$ cat config.mk
export PLATFORM = sky130hd
export DESIGN_NAME = lcm_dispatch
export DESIGN_NICKNAME = d
export VERILOG_FILES = /design/src/rtl/lcm_pkg.sv /design/src/rtl/lcm_op_fifo.sv /design/src/rtl/lcm_dispatch.sv
export SDC_FILE = /design/constraint.sdc
export NUM_CORES = 1
export LEC_CHECK = 0
export ABC_AREA = 1
export ABC_CLOCK_PERIOD_IN_PS = 2500
export CORE_MARGIN = 10
export CORE_UTILIZATION = 56
export CTS_BUF_LIST = sky130_fd_sc_hd__clkbuf_16
export DETAILED_ROUTE_END_ITERATION = 10
export DONT_BUFFER_PORTS = 1
export GPL_TIMING_DRIVEN = 1
export MAX_ROUTING_LAYER = met4
export PLACE_DENSITY = 0.74
export REMOVE_ABC_BUFFERS = 1
export SLEW_MARGIN = 20
export SYNTH_ARGS = -nofsm -noshare
export SYNTH_HDL_FRONTEND = slang
export SYNTH_HIERARCHICAL = 1
export SYNTH_SLANG_ARGS = --single-unit
$ cat constraint.sdc
create_clock -name clk -period 2.5 [get_ports clk]
set_clock_uncertainty 0.15 [all_clocks]
set_input_delay 0.5 -clock clk [delete_from_list [all_inputs] [get_ports clk]]
set_output_delay 0.5 -clock clk [all_outputs]
set_load 0.05 [all_outputs]
$ cat src/rtl/lcm_pkg.sv
// Shared types and default constants for the LCM dispatcher and LCM core.
package lcm_pkg;

    typedef enum logic [1:0] {
        IDLE   = 2'd0,
        LAUNCH = 2'd1,
        WAIT   = 2'd2
    } lcm_state_e;

    localparam int DEF_DATA_WIDTH  = 8;
    localparam int DEF_FIFO_DEPTH  = 4;
    localparam int DEF_TIMEOUT_CYC = 64;

endpackage

$ cat src/rtl/lcm_op_fifo.sv
// Operand-pair FIFO; wrap-around pointers carry an extra MSB for full/empty.
module lcm_op_fifo #(
    parameter int W     = 16,
    parameter int DEPTH = 4
) (
    input  logic                     clk,
    input  logic                     rst_n,
    input  logic                     push,
    input  logic                     pop,
    input  logic [W-1:0]             din,
    output logic [W-1:0]             dout,
    output logic                     full,
    output logic                     empty,
    output logic [$clog2(DEPTH):0]   level
);

    localparam int AW = $clog2(DEPTH);
    localparam logic [AW:0] ONE = 1;

    logic [W-1:0] mem [DEPTH];
    logic [AW:0]  wr_ptr;
    logic [AW:0]  rd_ptr;
    logic         do_push;
    logic         do_pop;

    assign empty   = (wr_ptr == rd_ptr);
    assign full    = (wr_ptr[AW] != rd_ptr[AW]) &&
                     (wr_ptr[AW-1:0] == rd_ptr[AW-1:0]);
    assign dout    = mem[rd_ptr[AW-1:0]];
    assign do_push = push && !full;
    assign do_pop  = pop && !empty;

    always_ff @(posedge clk) begin
        if (do_push)
            mem[wr_ptr[AW-1:0]] <= din;
    end

    always_ff @(posedge clk or negedge rst_n) begin
        if (!rst_n) begin
            wr_ptr <= '0;
            rd_ptr <= '0;
            level  <= '0;
        end else begin
            if (do_push)
                wr_ptr <= wr_ptr + ONE;
            if (do_pop)
                rd_ptr <= rd_ptr + ONE;
            unique case ({do_push, do_pop})
                2'b10:   level <= level + ONE;
                2'b01:   level <= level - ONE;
                default: level <= level;
            endcase
        end
    end

endmodule

$ cat src/rtl/lcm_dispatch.sv
// Buffers operand pairs and issues them one at a time to the LCM core.
// Optional LCM_ZERO_GUARD_EN drops pairs with a zero operand and flags err_zero.
module lcm_dispatch
    import lcm_pkg::*;
#(
    parameter int DATA_WIDTH  = DEF_DATA_WIDTH,
    parameter int FIFO_DEPTH  = DEF_FIFO_DEPTH,
    parameter int TIMEOUT_CYC = DEF_TIMEOUT_CYC
) (
    input  logic                          clk,
    input  logic                          rst_n,
    input  logic                          in_valid,
    input  logic [DATA_WIDTH-1:0]         in_a,
    input  logic [DATA_WIDTH-1:0]         in_b,
    output logic                          in_ready,
    output logic                          lcm_en,
    output logic [DATA_WIDTH-1:0]         lcm_a,
    output logic [DATA_WIDTH-1:0]         lcm_b,
    input  logic                          lcm_valid,
    output logic                          busy,
    output logic [$clog2(FIFO_DEPTH):0]   fifo_level,
`ifdef LCM_ZERO_GUARD_EN
    output logic                          err_zero,
`endif
    output logic                          err_timeout
);

    localparam int CW = $clog2(TIMEOUT_CYC + 1);
    localparam logic [CW-1:0] CNT_MAX = CW'(TIMEOUT_CYC - 1);
    localparam logic [CW-1:0] CNT_ONE = 1;

    lcm_state_e              state;
    logic [CW-1:0]           cnt;
    logic [2*DATA_WIDTH-1:0] head;
    logic [DATA_WIDTH-1:0]   head_a;
    logic [DATA_WIDTH-1:0]   head_b;
    logic                    fifo_full;
    logic                    fifo_empty;
    logic                    push;
    logic                    pop;
    logic                    launch_ok;

    assign in_ready = !fifo_full;
    assign push     = in_valid && !fifo_full;
    assign pop      = (state == IDLE) && !fifo_empty;
    assign head_a   = head[2*DATA_WIDTH-1:DATA_WIDTH];
    assign head_b   = head[DATA_WIDTH-1:0];

`ifdef LCM_ZERO_GUARD_EN
    assign launch_ok = !fifo_empty && (head_a != '0) && (head_b != '0);

    // A zero-operand head is still popped, just never launched.
    always_ff @(posedge clk or negedge rst_n) begin
        if (!rst_n)
            err_zero <= 1'b0;
        else
            err_zero <= pop && !launch_ok;
    end
`else
    assign launch_ok = !fifo_empty;
`endif

    lcm_op_fifo #(
        .W     (2 * DATA_WIDTH),
        .DEPTH (FIFO_DEPTH)
    ) u_fifo (
        .clk   (clk),
        .rst_n (rst_n),
        .push  (push),
        .pop   (pop),
        .din   ({in_a, in_b}),
        .dout  (head),
        .full  (fifo_full),
        .empty (fifo_empty),
        .level (fifo_level)
    );

    always_ff @(posedge clk or negedge rst_n) begin
        if (!rst_n) begin
            state       <= IDLE;
            cnt         <= '0;
            lcm_en      <= 1'b0;
            lcm_a       <= '0;
            lcm_b       <= '0;
            busy        <= 1'b0;
            err_timeout <= 1'b0;
        end else begin
            lcm_en      <= 1'b0;
            err_timeout <= 1'b0;
            unique case (state)
                IDLE: begin
                    if (state == IDLE && launch_ok) begin
                        lcm_a  <= head_a;
                        lcm_b  <= head_b;
                        lcm_en <= 1'b1;
                        busy   <= 1'b1;
                        state  <= LAUNCH;
                    end
                end
                LAUNCH: begin
                    cnt   <= '0;
                    state <= WAIT;
                end
                WAIT: begin
                    // A result in the limit cycle wins over the timeout.
                    if (lcm_valid) begin
                        busy  <= 1'b0;
                        cnt   <= '0;
                        state <= IDLE;
                    end else if (cnt == CNT_MAX) begin
                        err_timeout <= 1'b1;
                        busy        <= 1'b0;
                        cnt         <= '0;
                        state       <= IDLE;
                    end else begin
                        cnt <= cnt + CNT_ONE;
                    end
                end
                default: begin
                    busy  <= 1'b0;
                    cnt   <= '0;
                    state <= IDLE;
                end
            endcase
        end
    end

endmodule

# Word level (Yosys, flattened, before mapping)
# Memory sizes are Yosys's and may differ from the RTL's. A register that Yosys moved wholly into a read port is not among the register bits.
# Cells that the tools add are included.
# W data, S select, Z words.
totals:
  output_inout_bits: 23
  inputBits: 20
  ram_bits: 64
  mem_count: 1
  regBits: 21
  word_cells: 57
op_classes:
  n_reduce_logical: 13
  n_eq_ne: 10
  muxes: 19
  addsub: 5
  n_bitwise: 1
memory_table:
  columns: ["name", "words", "word_bits", "read_ports", "rd_ports_with_merged_regs", "write_ports", "line_no", "source"]
  rows:
  - ["u_fifo.mem", 4, 16, 1, 1, 1, "lcm_op_fifo.sv:20", "logic [W-1:0] mem [DEPTH];"]
ops:
  columns: ["op", "n"]
  rows:
  - ["$mux W7", 2]
  - ["$pmux W7 S2", 1]
  - ["$mux W1", 10]
  - ["$add A3 B1 Y3 const B", 3]
  - ["$add A7 B1 Y7 const B", 1]
  - ["$eq A7 B6 Y1 const B", 1]
  - ["$mux W2", 3]
  - ["$pmux W2 S3", 1]
  - ["$pmux W3 S2", 1]
  - ["$logic_and A1 B1 Y1", 5]
  - ["$eq A2 B1 Y1 const B", 2]
  - ["$eq A2 B2 Y1 const B", 2]
  - ["$reduce_and A2 Y1", 2]
  - ["$eq A3 B3 Y1", 1]
  - ["$logic_not A1 Y1", 3]
  - ["$ne A3 B3 Y1 const B", 1]
  - ["$pmux W1 S3", 1]
  - ["$reduce_and A3 Y1", 1]
  - ["$sub A3 B1 Y3 const B", 1]
  - ["$eq A2 B2 Y1", 1]
  - ["$logic_not A2 Y1", 1]
  - ["$ne A2 B1 Y1 const B", 1]
  - ["$reduce_bool A2 Y1", 1]
  - ["$ne A1 B1 Y1", 1]
  - ["$not A1 Y1", 1]

# Logic depth before layout (Yosys ltp)
# Gate-level depths: netlist of run 1.
logic_depth:
  depth_word: 7
  depth_mapped: 18
  ltp_nobuf: 15

# Cells and area by module
# Netlist of run 1, hierarchy kept.
modules_own_cells:
  columns: ["module", "area_per_inst_um2", "instances", "cells_each", "seq_area_each_um2"]
  rows:
  - ["lcm_op_fifo", 2999.1, 1, 231, 2147.1]
  - ["lcm_dispatch", 1213.7, 1, 142, 700.7]

# Worst setup path before layout of run 1
# Ideal clock, no wire load.
synth_timing:
  kind: "reg-to-reg"
  start: "reg u_fifo.rd_ptr[0]"
  end: "reg u_fifo.level[2]"
  period_less_slack_ns: 2.662
  stages_incl_launch_ff: 17
  arrival_time_ns: 2.371
  setup_slack_ns: -0.162
  n_path_buf: 3
  setup_ns: 0.140
  cell_sequence: "dfrtp_1 -> buf_6 -> xnor2_4 -> nand3_2 -> inv_1 -> or2_1 -> buf_6 -> clkinv_4 -> buf_12 -> nand2_2 -> inv_1 -> ha_1 -> inv_1 -> fa_1 -> a21oi_1 -> o21ai_0 -> xnor2_1"
synth_rtl:
  columns: ["item", "line_no", "source"]
  rows:
  - ["from (decl)", "lcm_op_fifo.sv:22", "logic [AW:0] rd_ptr;"]
  - ["from (signal assigned)", "lcm_op_fifo.sv:47", "rd_ptr <= rd_ptr + ONE;"]
  - ["$eq A3 B3 Y1 (*)", "lcm_op_fifo.sv:26", "assign empty = (wr_ptr == rd_ptr);"]
  - ["named net fifo_empty", "lcm_dispatch.sv:38", "logic fifo_empty;"]
  - ["$logic_not A1 Y1 (*)", "lcm_dispatch.sv:45", "assign pop = (state == IDLE) && !fifo_empty;"]
  - ["$logic_and A1 B1 Y1 (*)", "lcm_dispatch.sv:45", null]
  - ["named net pop", "lcm_dispatch.sv:40", "logic pop;"]
  - ["$logic_and A1 B1 Y1 (*)", "lcm_op_fifo.sv:31", "assign do_pop = pop && !empty;"]
  - ["named net u_fifo.do_pop", "lcm_op_fifo.sv:24", "logic do_pop;"]
  - ["$eq A2 B1 Y1 or $eq A2 B2 Y1 (tied branches)", "lcm_op_fifo.sv:48", "unique case ({do_push, do_pop})"]
  - ["$pmux W3 S2 or $reduce_bool A2 Y1 (tied branches)", null, null]
  - ["to (signal assigned)", "lcm_op_fifo.sv:49", "2'b10: level <= level + ONE;"]
  - ["to (signal assigned)", "lcm_op_fifo.sv:50", "2'b01: level <= level - ONE;"]
  - ["to (signal assigned)", "lcm_op_fifo.sv:51", "default: level <= level;"]
  - ["to (decl)", "lcm_op_fifo.sv:14", "output logic [$clog2(DEPTH):0] level"]
# Mark *: on every way through the listed nets, which the timed path passes. The rest lies on a longest branch.
# A chain may end at the register's enable or synchronous reset.

# Final worst setup path of run 1
layout_timing:
  start: "reg u_fifo.rd_ptr[1]"
  end: "reg u_fifo.level[2]"
layout_rtl:
  columns: ["item", "line_no"]
  rows:
  - ["$eq A3 B3 Y1 (*)", "lcm_op_fifo.sv:26"]
  - ["named net fifo_empty", "lcm_dispatch.sv:38"]
  - ["$logic_not A1 Y1 (*)", "lcm_op_fifo.sv:31, lcm_dispatch.sv:45"]
  - ["$logic_and A1 B1 Y1", "lcm_dispatch.sv:45"]
  - ["$logic_and A1 B1 Y1 (*)", "lcm_op_fifo.sv:31"]
  - ["named net u_fifo.do_pop", "lcm_op_fifo.sv:24"]
  - ["$eq A2 B1 Y1 or $eq A2 B2 Y1 (tied branches)", "lcm_op_fifo.sv:48"]
  - ["$pmux W3 S2 or $reduce_bool A2 Y1 (tied branches)", null]
# Marks and branches as above.

==> results of run 1 <==
layout make-up:
type,instances,area [µm²]
Tap cell,99,124
Fill cell,562,2550
Timing Repair Buffer,20,190
Clock inverter,7,72.6
Clock buffer,9,225
Sequential cell,101,2850
Multi-Input combinational cell,228,1150
Inverter,31,126
kinds of logic (layout without fill, tap and decap cells):
family / count (synthesis) / after routing
simple gates: 158 / 158
flops: 101 / 101
compound gates: 58 / 58
buf+inv: 44 / 67
fa+ha+maj: 8 / 8
xor+xnor: 4 / 4
per-stage QoR:
stage	hold WS, ps	total power [W]	utilization (%)
finish	103	0.00684	65.0
global route	90.1	0.00730	65.0
CTS	99.0	0.00682	64.6
detailed placement	55.8	0.00544	60.1
global placement	55.9	0.00536	60.1
floorplan	54.4	0.00464	-
cell usage after synthesis, drive strengths merged:
library cell	count	area (µm²)
a21boi	1	7.51
xor2	1	8.76
edfxtp	64	1920
clkinv	1	8.76
buf	10	82.6
nand4	2	12.5
or2	1	6.26
o22ai	16	100
a22o	1	8.76
nor3	1	5.00
nand3	12	77.6
o21ai	38	190
inv	30	118
nor2	46	180
a21oi	2	10.0
fa	1	20.0
dfrtp	37	926
xnor2	3	45.1
nand2	96	383
ha	7	87.6
clkbuf	3	13.8
worst max path at each step:
| stage | slack (ps) | endpoint | start |
|---|---|---|---|
| finish | 120 | u_fifo/level[2] | u_fifo/rd_ptr[1] |
| global route | -20 | u_fifo/level[2] | u_fifo/wr_ptr[1] |
| CTS | 40 | u_fifo/level[2] | u_fifo/wr_ptr[1] |
| detailed placement | 60 | u_fifo/level[2] | u_fifo/rd_ptr[1] |
| global placement | 120 | u_fifo/level[2] | u_fifo/rd_ptr[1] |
| floorplan | -650 | u_fifo/level[2] | u_fifo/rd_ptr[0] |
sequential cells by signal, summed over array words and instances, names as in the netlist, 2 cells and up:
name and count:
cnt 7, lcm_a 8, lcm_b 8, state 2
u_fifo/level 3, u_fifo/mem 64, u_fifo/rd_ptr 3, u_fifo/wr_ptr 3
timing repair:
item | 4_1_cts | 5_1_grt
hold buffers | 2 | 0
hold endpoints to repair | 37 | 0
gates resized for setup | 0 | 8
setup endpoints to repair | 0 | 1
buffers inserted | 0 | 2
cells in the final DEF (no fill, tap or decap), drive strengths merged, types with 2 or more instances in the layout:
cell type	n
a21oi	2
buf	19
clkbuf	9
clkinv	3
clkinvlp	2
dfrtp	37
edfxtp	64
ha	7
inv	32
nand2	96
nand3	12
nand4	2
nor2	46
o21ai	38
o22ai	16
xnor2	3
worst reg2reg max path, cell delays in order (launching register included):
cell	delay [ps]
dfrtp_1	430
nand2_1	100
nand2_2	80
nand3_2	80
inv_1	50
or2_4	260
clkinv_4	50
nand2_2	70
inv_1	60
ha_1	120
inv_1	80
fa_2	360
a21oi_2	130
o21ai_1	90
xnor2_1	130
power groups by stage:
stage               clock (W)  combinational, W  sequential, W
floorplan                   0           0.00145        0.00320
global placement            0           0.00225        0.00311
detailed placement          0           0.00232        0.00312
CTS                   0.00139           0.00234        0.00309
global route          0.00146           0.00270        0.00314
finish                0.00137           0.00239        0.00308
routing by layer:
layer | track usage, % | up-vias | routed length, µm
li1 | - | 1291 | -
met1 | 17.5 | 1288 | 3450
met2 | 23.9 | 65 | 4000
met3 | 4.61 | 10 | 539
met4 | 6.77 | 0 | 102
met5 | - | - | 0
==> results.ini, run 1 <==
[floorplanning]
ioPinCount=43
coreArea_um2=7290
initial_utilization_pct=57.8
rows=31
die_w_um=107
die_h_um=107
dieArea_um2=11400

[worst_setup_path]
crit_cells=14
worst_ep_required_time_ps=2550
critical-path-top-delay-family=simple AND/OR/NAND/NOR gates
path_cells=nand2_1, nand2_2, nand3_2, inv_1, or2_4, clkinv_4, nand2_2, inv_1, ha_1, inv_1, fa_2, a21oi_2, o21ai_1, xnor2_1
cp_max_fo=4
crit_path_frequent_cell=inv_1
path_class=flop to flop
ff2ff_setup_slack_ps=120
critPathLaunchType=flop
r2r_start=u_fifo/rd_ptr[1]
slowest_stage=dfrtp_1
cp-end-kind=flop
reg2reg_to=u_fifo/level[2]
worstRegToRegCells=14
cp_num_buf_inv=4
cpPeakStageDelay_ps=430
critPathArrivalTime_ps=2430

[final_layout]
area_growth_syn_to_layout_pct=12.5
fin_cells=495
finalNetCount=419
final_area_um2=4740
drive_above_1_share_pct=14.4
antenna_cells=0

[job]
maxCapViolCount=0

[logic_synthesis]
synth-simple-area-share_pct=15.8
synth.mux.area_fraction_pct=0
synthAdderAreaFrac_pct=2.55
synth.cell_area_um2=4210
ys_types=34
synth_top_family_by_area=simple AND/OR/NAND/NOR gates
yosys_warnings=6
yosysSeqAreaShare_pct=67.6
syn_inst=373
avgSynthCellArea_um2=11.3
ys_ff_latch=101
synth_compound_area_share_pct=7.51
synth_xor_area_share_pct=1.28

[power]
clockPowerShare_pct=20.1
swShare_pct=42.8
switchingPower_w=0.00293
p_comb_share_pct=34.9
ir_drop_mv=0.689
p_int_w=0.00391
p_per_area_nw_per_um2=1440
p_leak_nw=1.96
pwr-share-seq_pct=45.1

[timing]
worstMarginPinSlew_ps=533
slew_headroom_pct=64.4
tns_ps=0
final-hold-violation-count=0
layout_setup_ws_ps=124
clock.fmax_mhz=421
slew_viol_final=0
fin_crit_sh_pct=95.0
finalCriticalPeriod_ps=2380
finalSetupViolCount=0

[routing]
drtPass1Iterations=4
drt_iter0_drc=156
ant_nets=0
routed_wl_um=8100
drc=0
wl_per_cell_um=16.4
dr_total_vias=2654
viasPerCell=5.36

[min_path]
hold_class=input pin to flop
worstHoldStart=in_b[6]
whs_path_depth=0
whs_endpoint=u_fifo/mem[3][6]

[placed_design]
dp_cells=475
portBuffers=0
gp_congestion=0.823
dp_hpwl_um=5010
placed_area_um2=4390
dp_slack_ps=61.0

[clock_tree]
insertion_delay_ps=340
cts_tree=done
htreeDepth=3
clock-sinks=101
cts_buffers=9
clk_pin_slew_ps=70
clockBufferDepth=2
root_buffer=clkbuf_16

[global_routing]
antenna_found_initial=0
grt_max_degree=38
overflow=0
grt_pass1_wl_um=13200
grt_pass1_vias=2663
grt_usage_pct=15.1

[run_status]
outcome=finished, final reports clean

Note: power is estimated with default switching activity, not from simulation.
==> run 2, diff against run 1 <==
--- a/config.mk
+++ b/config.mk
@@ -6,17 +6,15 @@
 export NUM_CORES = 1
 export LEC_CHECK = 0
 export ABC_AREA = 1
-export ABC_CLOCK_PERIOD_IN_PS = 2500
+export ABC_CLOCK_PERIOD_IN_PS = 2900
 export CORE_MARGIN = 10
-export CORE_UTILIZATION = 56
+export CORE_UTILIZATION = 65
 export CTS_BUF_LIST = sky130_fd_sc_hd__clkbuf_16
 export DETAILED_ROUTE_END_ITERATION = 10
 export DONT_BUFFER_PORTS = 1
 export GPL_TIMING_DRIVEN = 1
 export MAX_ROUTING_LAYER = met4
-export PLACE_DENSITY = 0.74
-export REMOVE_ABC_BUFFERS = 1
-export SLEW_MARGIN = 20
+export PLACE_DENSITY = 0.81
 export SYNTH_ARGS = -nofsm -noshare
 export SYNTH_HDL_FRONTEND = slang
 export SYNTH_HIERARCHICAL = 1
==> constraint.sdc (replaced) <==
create_clock -name clk -period 2.9 [get_ports clk]
set_clock_uncertainty 0.15 [all_clocks]
set_input_delay 0.58 -clock clk [delete_from_list [all_inputs] [get_ports clk]]
set_output_delay 0.58 -clock clk [all_outputs]
set_load 0.05 [all_outputs]
==> results.ini, run 2 (synthesis gave the netlist of run 1 again) <==
[worst_setup_path]
path_class=flop to flop
worst_ep_required_time_ps=2970  ; +420 ps
cp_max_fo=8  ; +4
critPathLaunchType=flop
cpPeakStageDelay_ps=440  ; about the same
slowest_stage=dfrtp_2
cp-end-kind=flop
path_cells=buf_4, nand2_1, nand2_2, nand3_2, inv_1, or2_1, clkinv_4, nand2_2, inv_1, ha_1, inv_1, fa_2, a21oi_1, o21ai_0, xnor2_1
crit_path_frequent_cell=inv_1
critPathArrivalTime_ps=2710  ; +280 ps
worstRegToRegCells=15  ; +1

[clock_tree]
cts_buffers=9  ; unchanged
clk_pin_slew_ps=70  ; about the same
root_buffer=clkbuf_16
clockBufferDepth=2  ; unchanged
insertion_delay_ps=350  ; about the same
htreeDepth=3  ; unchanged
clock-sinks=101  ; unchanged
cts_tree=done

[routing]
viasPerCell=5.69  ; +6.0%
drc=0  ; unchanged
routed_wl_um=8320  ; +2.8%
drt_iter0_drc=195  ; +25%
dr_total_vias=2638  ; -0.60%
wl_per_cell_um=17.9  ; +9.7%
ant_nets=0  ; unchanged
drtPass1Iterations=4  ; unchanged

[placed_design]
dp_hpwl_um=5130  ; +2.3%
gp_congestion=0.852  ; +3.5%
portBuffers=0  ; unchanged

[power]
p_per_area_nw_per_um2=1250  ; -14%
ir_drop_mv=1.03  ; +49%
p_leak_nw=1.91  ; -2.6%

[timing]
fin_crit_sh_pct=91.2  ; -3.9 points
timing.hold.ws_ps=172  ; +69.3 ps
slew_headroom_pct=63.1  ; -1.2 points
tns_ps=0  ; unchanged
slew_viol_final=0  ; unchanged
clock.fmax_mhz=378  ; -10%
finalSetupViolCount=0  ; unchanged
worstMarginPinSlew_ps=552  ; +18.7 ps
rsz0062_at_grt=false
final-hold-violation-count=0  ; unchanged
finalCriticalPeriod_ps=2640  ; +268 ps

[floorplanning]
coreArea_um2=6310  ; -13%
die_h_um=101  ; -5.8%
ioPinCount=43  ; unchanged
die_w_um=101  ; -5.8%
dieArea_um2=10100  ; -11%
rows=29  ; -6.5%
initial_utilization_pct=66.7  ; +9.0 points

[final_layout]
layout_commonest_cell=nand2_1
largest_reg_flops=64  ; unchanged
drive_above_1_share_pct=11.1  ; -3.3 points
antenna_cells=0  ; unchanged
area_growth_syn_to_layout_pct=9.71
finalNetCount=410  ; -2.1%
final_cell_mix=89 x nand2_1, 64 x edfxtp_1, 45 x nor2_1

[global_routing]
grt_pass1_wl_um=13200  ; -0.63%
grt_max_degree=38  ; unchanged
antenna_found_initial=0  ; unchanged
grt_usage_pct=17.6  ; +2.5 points
overflow=0  ; unchanged
grt_pass1_vias=2694  ; +1.2%

[job]
maxCapViolCount=0  ; unchanged

[run_status]
outcome=finished, final reports clean

[min_path]
whs_path_depth=0  ; unchanged
hold_class=input pin to flop

[logic_synthesis]
syn_nets=401

[run 2: what timing repair did]
action,in CTS,in global routing
setup endpoints to repair,0,1
hold buffers,2,0
gates resized for setup,0,2
buffers inserted,0,0
endpoints found under the hold margin,37,0
[run 2: area by class of cell]
type                    count  area (µm²)
fillers                   400        1690
repair buffers             11         110
well taps                  77        96.3
multi-input cells         228        1140
inverters                  31         126
flip-flops and latches    101        2850
clock buffers               9         225
clock inverters             7        70.1
[run 2: per-stage QoR]
step | instance area [µm²] | setup WS [ps] | power, W | util, % | instances
2_1_floorplan | 4210 | 238 | 0.00416 | - | 373
3_3_place_gp | 4290 | 316 | 0.00451 | 68.0 | 446
3_5_place_dp | 4290 | 198 | 0.00461 | 68.0 | 446
4_1_cts | 4620 | 172 | 0.00579 | 73.1 | 464
5_1_grt | 4620 | 55.0 | 0.00613 | 73.2 | 464
6_report | 4620 | 256 | 0.00576 | 73.2 | 464
[run 2: worst max-delay path, delay by kind of cell, from the launching register on]
kind	cells	cell delay [ps]
AOI/OAI and AO/OA	2	240
xor gates and xnor gates	1	130
adders and majority gates	2	470
buffers and inverters	5	450
DFF	1	440
and+or+nand+nor	5	640
[run 2: layer usage]
metal | track usage, % | share of wire (%) | vias to the layer above
met1 | 18.5 | 38 | 1270
met3 | 5.56 | 7.7 | 17
met2 | 29.4 | 52 | 86
li1 | - | - | 1265
met5 | - | 0 | -
met4 | 8.70 | 2.5 | 0
[run 2: path summary, 6_finish.rpt]
check | from | end | slack (ps)
hold / removal | in_a[0] | u_fifo/mem[0][8] | 170
max in group asynchronous | rst_n | u_fifo/rd_ptr[1] | 1850
hold reg to reg | u_fifo/wr_ptr[2] | u_fifo/wr_ptr[2] | 400
setup reg to reg | u_fifo/rd_ptr[1] | u_fifo/level[2] | 260
setup / recovery | u_fifo/rd_ptr[1] | u_fifo/level[2] | 260
min in group asynchronous | rst_n | lcm_a[7] | 530
[run 2: where the power goes]
part | switching [W] | internal [W] | leakage [nW]
combinational | 0.00127 | 0.000613 | 0.721
clock | 0.000543 | 0.000602 | 0.141
sequential | 0.000755 | 0.00198 | 1.05
total | 0.00257 | 0.00319 | 1.91
==> run 3, diff against run 2 <==
--- a/config.mk
+++ b/config.mk
@@ -15,6 +15,7 @@
 export GPL_TIMING_DRIVEN = 1
 export MAX_ROUTING_LAYER = met4
 export PLACE_DENSITY = 0.81
+export SLEW_MARGIN = 10
 export SYNTH_ARGS = -nofsm -noshare
 export SYNTH_HDL_FRONTEND = slang
 export SYNTH_HIERARCHICAL = 1
==> results of run 3 <==
Final layout, timing and power as in run 2 (identical DEF).
